[src/rtl/reaction_ctrl.sv]
// Reaction-time tester sequencer: arms on start, waits a fixed cue delay, then
// counts milliseconds in BCD until stop; tracks best time, fouls and saturation.
module reaction_ctrl #(
  parameter int unsigned TICK_DIV = 100000,
  parameter int unsigned DELAY_MS = 1000
) (
  input  logic        sysclk,
  input  logic        rst_n,
  input  logic        start,
  input  logic        stop,
  output logic        led,
  output logic [15:0] count_bcd,
  output logic [15:0] best_bcd,
  output logic        busy,
  output logic        foul,
  output logic        overflow
);

  localparam int unsigned PW = (TICK_DIV > 1) ? $clog2(TICK_DIV) : 1;
  localparam int unsigned DW = $clog2(DELAY_MS + 1);
  localparam logic [PW-1:0] PRESC_MAX = PW'(TICK_DIV - 1);
  localparam logic [DW-1:0] DLY_LAST  = DW'(DELAY_MS - 1);

  typedef enum logic [2:0] {
    S_IDLE  = 3'd0,
    S_DELAY = 3'd1,
    S_COUNT = 3'd2,
    S_HOLD  = 3'd3,
    S_FOUL  = 3'd4
  } state_t;

  state_t          state;
  logic            start_q;
  logic            stop_q;
  logic [PW-1:0]   presc;
  logic [DW-1:0]   dly_cnt;

  logic            start_rise;
  logic            stop_rise;
  logic            tick;
  logic            at_max;
  logic            carry;
  logic [15:0]     bcd_inc;

  // Edge detect, ms tick and BCD ripple increment
  always_comb begin
    start_rise = start & ~start_q;
    stop_rise  = stop & ~stop_q;
    tick       = (presc == PRESC_MAX);
    at_max     = (count_bcd == 16'h9999);
    bcd_inc    = count_bcd;
    carry      = 1'b1;
    for (int i = 0; i < 4; i++) begin
      if (carry) begin
        if (count_bcd[4*i +: 4] == 4'd9) begin
          bcd_inc[4*i +: 4] = 4'd0;
        end else begin
          bcd_inc[4*i +: 4] = count_bcd[4*i +: 4] + 4'd1;
          carry             = 1'b0;
        end
      end
    end
  end

  // Trial sequencer; led/busy/foul are updated alongside every state change
  always_ff @(posedge sysclk or negedge rst_n) begin
    if (!rst_n) begin
      state     <= S_IDLE;
      start_q   <= 1'b0;
      stop_q    <= 1'b0;
      presc     <= '0;
      dly_cnt   <= '0;
      count_bcd <= 16'h0000;
      best_bcd  <= 16'h9999;
      overflow  <= 1'b0;
      led       <= 1'b0;
      busy      <= 1'b0;
      foul      <= 1'b0;
    end else begin
      start_q <= start;
      stop_q  <= stop;
      presc   <= tick ? '0 : presc + PW'(1);

      if (start_rise) begin
        // Start always (re)arms, even mid-trial, and beats a coincident stop
        state     <= S_DELAY;
        count_bcd <= 16'h0000;
        dly_cnt   <= '0;
        overflow  <= 1'b0;
        presc     <= '0;
        led       <= 1'b0;
        busy      <= 1'b1;
        foul      <= 1'b0;
      end else begin
        case (state)
          S_DELAY: begin
            if (stop_rise) begin
              state <= S_FOUL;
              busy  <= 1'b0;
              foul  <= 1'b1;
            end else if (tick) begin
              dly_cnt <= dly_cnt + DW'(1);
              if (dly_cnt == DLY_LAST) begin
                state <= S_COUNT;
                presc <= '0;
                led   <= 1'b1;
              end
            end
          end
          S_COUNT: begin
            // Stop wins over a same-cycle tick so the shown value is whole ms
            if (stop_rise) begin
              state <= S_HOLD;
              led   <= 1'b0;
              busy  <= 1'b0;
              if (count_bcd < best_bcd) best_bcd <= count_bcd;
            end else if (tick) begin
              if (at_max) begin
                overflow <= 1'b1;
                state    <= S_HOLD;
                led      <= 1'b0;
                busy     <= 1'b0;
              end else begin
                count_bcd <= bcd_inc;
              end
            end
          end
          S_FOUL: begin
            count_bcd <= 16'h0000;
          end
          default: begin
          end
        endcase
      end
    end
  end

endmodule

[config.mk]
export PLATFORM = sky130hd
export DESIGN_NAME = reaction_ctrl
export DESIGN_NICKNAME = d
export VERILOG_FILES = /design/src/rtl/reaction_ctrl.sv
export SDC_FILE = /design/constraint.sdc
export NUM_CORES = 1
export LEC_CHECK = 0
export ABC_AREA = 1
export BUFFER_PORTS_ARGS = -buffer_cell sky130_fd_sc_hd__buf_2
export CAP_MARGIN = 20
export CORE_MARGIN = 5
export CORE_UTILIZATION = 55
export CTS_CLUSTER_DIAMETER = 150
export DETAILED_ROUTE_END_ITERATION = 10
export PLACE_DENSITY_LB_ADDON = 0.15
export RECOVER_POWER = 25
export SYNTH_ARGS = -nofsm -noshare
export SYNTH_HDL_FRONTEND = slang
export SYNTH_SLANG_ARGS = --single-unit
[constraint.sdc]
create_clock -name sysclk -period 2.52 [get_ports sysclk]
set_input_delay 0.126 -clock sysclk [delete_from_list [all_inputs] [get_ports sysclk]]
set_output_delay 0.126 -clock sysclk [all_outputs]
set_load 0.01 [all_outputs]
==> results of run 1 <==
## placed cells by master (no fill, tap or decap), drive strengths merged
cell type,synthesis,layout
nand2,178,178
nor2,71,71
inv,67,67
dfrtp,60,60
nand3,49,49
buf,8,42
nand4,28,28
ha,25,25
o21ai,19,19
xor2,16,16
nor3,14,14
clkbuf,1,14
a21oi,11,11
dfstp,8,8
nor4,3,3
dlygate4sd3,0,3
clkinv,1,3
nor3b,2,2
bufinv,0,2
clkinvlp,0,2
xnor2,1,1
o21bai,1,1
a31o,1,1
or2,1,1
o211ai,1,1
o41ai,1,1
## cells in the mapped netlist
library cell / instances / area, µm²
nand2_1: 172 / 646
nor2_1: 66 / 248
dfrtp_1: 60 / 1500
inv_1: 56 / 210
nand3_1: 46 / 230
nand4_1: 28 / 175
ha_1: 25 / 313
xor2_1: 16 / 140
nor3_1: 13 / 65.1
o21ai_0: 12 / 60.1
inv_2: 11 / 41.3
a21oi_1: 10 / 50.1
dfstp_2: 8 / 210
o21ai_1: 7 / 35.0
buf_2: 5 / 25.0
nand2_2: 5 / 31.3
nor2_2: 4 / 25.0
nand3_2: 3 / 30.0
nor4_1: 3 / 18.8
buf_4: 2 / 15.0
nor3b_1: 2 / 15.0
a21oi_4: 1 / 16.3
a31o_2: 1 / 8.76
buf_1: 1 / 3.75
clkbuf_1: 1 / 3.75
clkinv_1: 1 / 3.75
nand2_4: 1 / 11.3
nor2_4: 1 / 11.3
nor3_2: 1 / 10.0
o211ai_1: 1 / 7.51
o21bai_1: 1 / 7.51
o41ai_1: 1 / 8.76
or2_2: 1 / 6.26
xnor2_1: 1 / 8.76
## sequential cells by signal, summed over array words and instances (netlist names)
signal	count
busy	1
start_q	1
foul	1
overflow	1
dly_cnt	10
state	3
led	1
presc	17
stop_q	1
best_bcd	16
count_bcd	16
## logic make-up (layout without fill, tap and decap cells)
logic type,count (synthesis),after routing,share of synthesized area [%]
AOI/OAI and AO/OA,34,34,4.63
DFF,68,68,40.8
adders and majority gates,25,25,7.46
xor gates and xnor gates,17,17,3.55
and+or+nand+nor,346,346,36.3
buffers and inverters,77,133,7.22
## through the flow
stage | cell area, µm² | hold WS, ns | worst slack (ns)
floorplan | 4190 | -0.170 | 0.685
global placement | 4520 | 0.180 | 0.486
detailed placement | 4520 | 0.181 | 0.420
CTS | 4760 | 0.338 | 0.406
global route | 4750 | 0.469 | 0.173
finish | 4750 | 0.454 | 0.417
## repair_timing
item                      in CTS  in global routing
hold endpoints to repair      62                  0
resized for setup              0                  0
hold buffers                   3                  0
## power by group through the flow
stage / clock (mW) / combinational (mW) / sequential, mW
6_report: 0.981 / 2.06 / 1.83
5_1_grt: 1.06 / 2.39 / 1.89
4_1_cts: 1.01 / 2.07 / 1.82
3_5_place_dp: 0 / 2.06 / 1.84
3_3_place_gp: 0 / 1.99 / 1.83
2_1_floorplan: 0 / 1.36 / 1.87
## worst max path at each step
| stage | end | slack, ns | depth (start not counted) |
|---|---|---|---|
| finish | best_bcd[1] | 0.42 | 10 |
| global route | best_bcd[9] | 0.17 | 9 |
| CTS | best_bcd[1] | 0.41 | 10 |
| detailed placement | best_bcd[1] | 0.42 | 10 |
| global placement | best_bcd[14] | 0.49 | 10 |
| floorplan | best_bcd[10] | 0.69 | 11 |
## area by class of cell
type | instances | area (µm²)
flip-flops and latches | 68 | 1710
inverters | 68 | 255
well taps | 99 | 124
clock inverters | 6 | 88.8
clock buffers | 10 | 128
fillers | 644 | 2580
repair buffers | 49 | 269
multi-input cells | 422 | 2180
## routing by layer
| layer | vias up | track usage, % |
|---|---|---|
| met5 | - | 0 |
| met4 | 0 | 8.52 |
| met3 | 17 | 5.03 |
| met2 | 105 | 34.2 |
| met1 | 1795 | 28.3 |
| li1 | 1941 | - |
==> qor.csv, run 1 <==
metric;value;unit
outcome;complete, but fails checks;
violations;max-capacitance violations, max-slew violations;
grt_pass1_vias;3797;
synth-seq-cells;68;
final_layout_size_suffix_gt1_share;15.2;%
crit_type;reg2reg;
core_area;0.00733;mm²
r2r_cells;10;
final_core_util;64.9;%
crit_buf_inv;2;
htreeDepth;3;
netlist_area;0.00419;mm²
firstDrtPassIters;5;
cp.arrival;2.34;ns
antenna_found_initial;0;
worstMarginPinSlew;1.63;ns
grt_pass1_wl;17000;µm
switching_power;2.09;mW
clk_latency;0.35;ns
p_int;2.78;mW
vias_per_cell;5.34;
slew_violations;31;
wire_per_inst;13.2;µm
remaining_drc_errors;0;
drt_iter0_markers;194;
power_frac_clock;20.2;%
tns;0;ns
nNetsFinal;647;
critical_path.top_delay_family;simple AND/OR/NAND/NOR gates;
hold_viol_final;0;
start_util;57.2;%
synthCells;567;
required;2.76;ns
start_kind;register;
yosysWarnings;0;
place.port_buffers;39;
power;4.87;mW
final_cell_count_no_fill;722;
ys_seq_area_share;40.8;%
die_w;97.3;µm
hold_class;reg2reg;
sequentialPowerShare;37.5;%
cts_sinks;68;
diodes;0;
antenna_left;0;
cts_root_buf;clkbuf_8;
layout_min_cycle_time;2.10;ns
rows;31;
ff2ff_setup_slack;0.42;ns
path_max_fanout;17;
area_delta_synth_final;13.4;%
ys_types;34;
crit_path_top_delay_cell;dfstp_2;
timing.rr.end;best_bcd[1];
dp.cells;703;
die_area;0.00947;mm²
p_comb_share;42.3;%
ir_worst_vdd;0.000542;V
met1_length;4450;µm
grt_start_max_net_pins;39;
top_layer_used;met4;
max_stage_delay;0.55;ns
p_leak;2.46;nW
finClkSkew;0.00905;ns
hpwl;6980;µm
wl_met3;521;µm
setup_viol;0;
boundaryPins;40;
hold_depth;1;
syn_nets;596;
clkTransAtPathRegs;0.08;ns
gp_congestion;0.905;
fin_crit_sh;83.5;%
fmax;475;MHz
wl;9500;µm
switching_share;42.9;%
cts_setup_buffers;0;
hold_path_end;presc[0];
numCtsBuffers;9;
grt_overflow;0;
die_h;97.3;µm
cts_tree;yes;
end_kind;register;
min-delay-start;presc[0];
grt_usage;21.5;%
slew_headroom;-8.54;%
clockBufferDepth;2;
power_density;1020;mW/mm²
critPathLaunch;best_bcd[11];
rsz0062_at_grt;false;
synth.avg_cell_area;7.39;µm²
path_cells;inv_1 > ha_1 > nand2_1 > inv_1 > o21ai_0 > a21oi_1 > nor2_4 > nand2_2 > nand2_1 > nand2_1;
met2WireLength;4370;µm
vias;3858;
timing.rr.start;best_bcd[11];
path_common_cell;nand2_1;
drv_cap;1;
Note: power is estimated with default switching activity, not from simulation.
==> run 2, diff against run 1 <==
- ABC_AREA: 1 -> 0
- clock period: 2.52 -> 2.2 ns (I/O delays scaled with it)
==> qor.csv, run 2 <==
metric;value;unit;change
outcome;finished clean;;was complete, but fails checks
hold_viol_final;0;;unchanged
synth_edf_count;0;;unchanged
crit_type;reg2reg;;unchanged
worstMarginPinSlew;1.40;ns;was 1.63 ns
power_frac_clock;17.2;%;was 20.2%
cts_tree;yes;;unchanged
antenna_found_initial;0;;unchanged
place_ws;-0.121;ns;was 0.420 ns
final_layout_size_suffix_gt1_share;28.9;%;was 15.2%
nFillCells;526;;was 644
vias_per_cell;5.64;;was 5.34
wire_per_inst;16.0;µm;was 13.2 µm
ys_types;53;;was 34
p_int;3.32;mW;was 2.78 mW
ys_top_cells_by_area;dfrtp_1 39%, ha_1 8.2%, dfstp_2 5.5%, nor2_1 3.9%, mux2_2 3.2%;;was dfrtp_1 36%, nand2_1 15%, ha_1 7.5%, nor2_1 5.9%, nand3_1 5.5%
slew_violations;0;;was 31
hold_class;in2reg;;was reg2reg
r2r_cells;7;;was 10
p_comb_share;48.4;%;was 42.3%
synth.avg_cell_area;10.0;µm²;was 7.39 µm²
boundaryPins;40;;unchanged
wl;8940;µm;was 9500 µm
power_density;1140;mW/mm²;was 1020 mW/mm²
place.port_buffers;39;;unchanged
hpwl;6270;µm;was 6980 µm
die_area;0.00870;mm²;was 0.00947 mm²
yosysTopAreaCell;dfrtp_1;;unchanged
synth.most_common_cell;dfrtp_1;;was nand2_1
cts_sinks;68;;unchanged
die_h;93.3;µm;was 97.3 µm
nNetsFinal;502;;was 647
hold_depth;2;;was 1
critPathLaunch;best_bcd[15];;was best_bcd[11]
synth-main-ff-cell;dfrtp_1;;unchanged
clockBufferDepth;2;;unchanged
switching_share;38.7;%;was 42.9%
final_common_cell;dfrtp_1;;was nand2_1
syn_nets;409;;was 596
worst_slack;0.0617;ns;was 0.417 ns
yosys-top-cells-count;60 x dfrtp_1, 40 x nor2_1, 29 x nand2_1, 25 x ha_1, 24 x inv_1;;was 172 x nand2_1, 66 x nor2_1, 60 x dfrtp_1, 56 x inv_1, 46 x nand3_1
grt_start_max_net_pins;46;;was 39
numCtsBuffers;9;;unchanged
layout_min_cycle_time;2.14;ns;was 2.10 ns
synth-seq-cells;68;;unchanged
power;5.42;mW;was 4.87 mW
ff2ff_setup_slack;0.06;ns;was 0.42 ns
firstDrtPassIters;4;;was 5
sequentialPowerShare;34.4;%;was 37.5%
largestRegisters;presc: 17 flops, best_bcd: 16 flops, count_bcd: 16 flops;;unchanged
slew_headroom;6.46;%;was -8.54%
top_register;presc;;unchanged
finClkSkew;0.0110;ns;was 0.00905 ns
gp_congestion;0.818;;was 0.905
fin_crit_sh;97.2;%;was 83.5%
netlist_area;0.00382;mm²;was 0.00419 mm²
area_delta_synth_final;25.0;%;was 13.4%
p_leak;2.28;nW;was 2.46 nW
synthArstFlopShare;100;%;unchanged
core_area;0.00676;mm²;was 0.00733 mm²
fmax;468;MHz;was 475 MHz
rows;30;;was 31
diodes;0;;unchanged
rsz0062_at_grt;true;;was false
final_core_util;70.6;%;was 64.9%
grt_overflow;0;;unchanged
grt_pass1_wl;14900;µm;was 17,000 µm
yosysWarnings;0;;unchanged
timing.rr.end;best_bcd[10];;was best_bcd[1]
cp-endpoint;best_bcd[10];;was best_bcd[1]
largest_register_ffs;17;;unchanged
timing.rr.start;best_bcd[15];;was best_bcd[11]
antenna_left;0;;unchanged
drt_iter0_markers;143;;was 194
required;2.43;ns;was 2.76 ns
path_max_fanout;6;;was 17
yosysTopAreaCellShare;39.3;%;was 35.8%
drv_cap;0;;was 1
cts_root_buf;clkbuf_8;;unchanged
tns;0;ns;unchanged
remaining_drc_errors;0;;unchanged
start_kind;register;;unchanged
multi_input_area;0.00205;mm²;was 0.00218 mm²
clkTransAtPathRegs;0.08;ns;about the same
cp.arrival;2.37;ns;was 2.34 ns
switching_power;2.09;mW;about the same
clk_latency;0.34;ns;was 0.35 ns
grt_usage;21.4;%;was 21.5%
end_kind;register;;unchanged
synthCells;380;;was 567
sequential_cell_area;0.00172;mm²;was 0.00171 mm²
die_w;93.3;µm;was 97.3 µm
ir_worst_vdd;0.000512;V;was 0.000542 V
ys_seq_area_share;44.9;%;was 40.8%
vias;3148;;was 3,858
final_cell_mix;57 x dfrtp_1, 47 x buf_4, 40 x nor2_1;;was 172 x nand2_1, 66 x nor2_1, 60 x dfrtp_1
setup_viol;0;;unchanged
grt_pass1_vias;3210;;was 3,797
htreeDepth;3;;unchanged
start_util;56.5;%;was 57.2%
-- run 2: cell types whose count changed in the layout (fill, tap and decap cells not counted), sizes merged, moves of 7 or more --
cell    previous run  this run
and3               0         8
inv               67        24
nor2              71        40
buf               42        75
nor3              14         4
nand2            178        29
xnor2              1         8
o31ai              0         8
mux2               0        17
nand4             28        10
clkbuf            14        30
nand3             49        15
o21ai             19        11
-- run 2: stage by stage --
stage	hold slack (ns)	instance area [µm²]	std cells
floorplan	-0.186	3820	380
global placement	0.127	4400	531
detailed placement	0.139	4400	531
CTS	0.312	4610	550
global route	0.459	4770	558
finish	0.466	4770	558
-- run 2: power by group through the flow --
stage | combinational (mW) | clock [mW] | sequential (mW)
after floorplan | 1.28 | 0 | 2.01
after global placement | 2.32 | 0 | 1.84
after detailed placement | 2.38 | 0 | 1.86
after CTS | 2.42 | 0.944 | 1.84
after global routing | 2.91 | 1.01 | 1.91
final | 2.62 | 0.930 | 1.87
-- run 2: per-layer routing --
layer / up-vias / share of wire, % / GRT usage, %
li1: 1545 / - / -
met1: 1530 / 42 / 26.2
met2: 56 / 53 / 37.2
met3: 17 / 3.8 / 3.46
met4: 0 / 1.8 / 9.16
met5: - / 0 / 0
-- run 2: kinds of logic after synthesis --
kind of cell	Yosys count	share of synthesized area, %
flops	68	44.9
fa+ha+maj	25	8.20
compound gates	59	10.4
xor+xnor	19	4.36
simple gates	150	20.7
buf+inv	36	4.33
mux	23	7.18
-- run 2: layout make-up --
| cell class | count | area share, % |
|---|---|---|
| timing repair buffer | 94 | 13.6 |
| sequential | 68 | 35.9 |
| inverter | 24 | 1.89 |
| clock buffer | 14 | 3.41 |
| tap | 80 | 2.10 |
| clock inverter | 2 | 0.210 |
| multi-input combinational | 276 | 42.9 |
-- run 2: critical path, cell delays in order (launching register included) --
cell,delay [ns]
dfstp_2,0.56
inv_2,0.05
ha_4,0.16
nor4_4,0.27
o221ai_1,0.15
a221o_2,0.39
buf_12,0.16
mux2_4,0.28
-- run 2: worst min path at each step --
stage          startpoint            to  slack [ns]
2_1_floorplan       rst_n  best_bcd[10]       -0.19
3_3_place_gp        rst_n   best_bcd[2]        0.13
3_5_place_dp        rst_n   best_bcd[2]        0.14
4_1_cts             rst_n   best_bcd[2]        0.31
5_1_grt              stop        stop_q        0.46
6_report             stop        stop_q        0.47
-- run 2: repair_timing --
item,4_1_cts,5_1_grt
buffers inserted,0,7
endpoints found under the setup margin,8,32
cloned,0,1
pin swaps,2,7
hold buffers,3,0
gates resized for setup,1,24
endpoints found under the hold margin,20,0
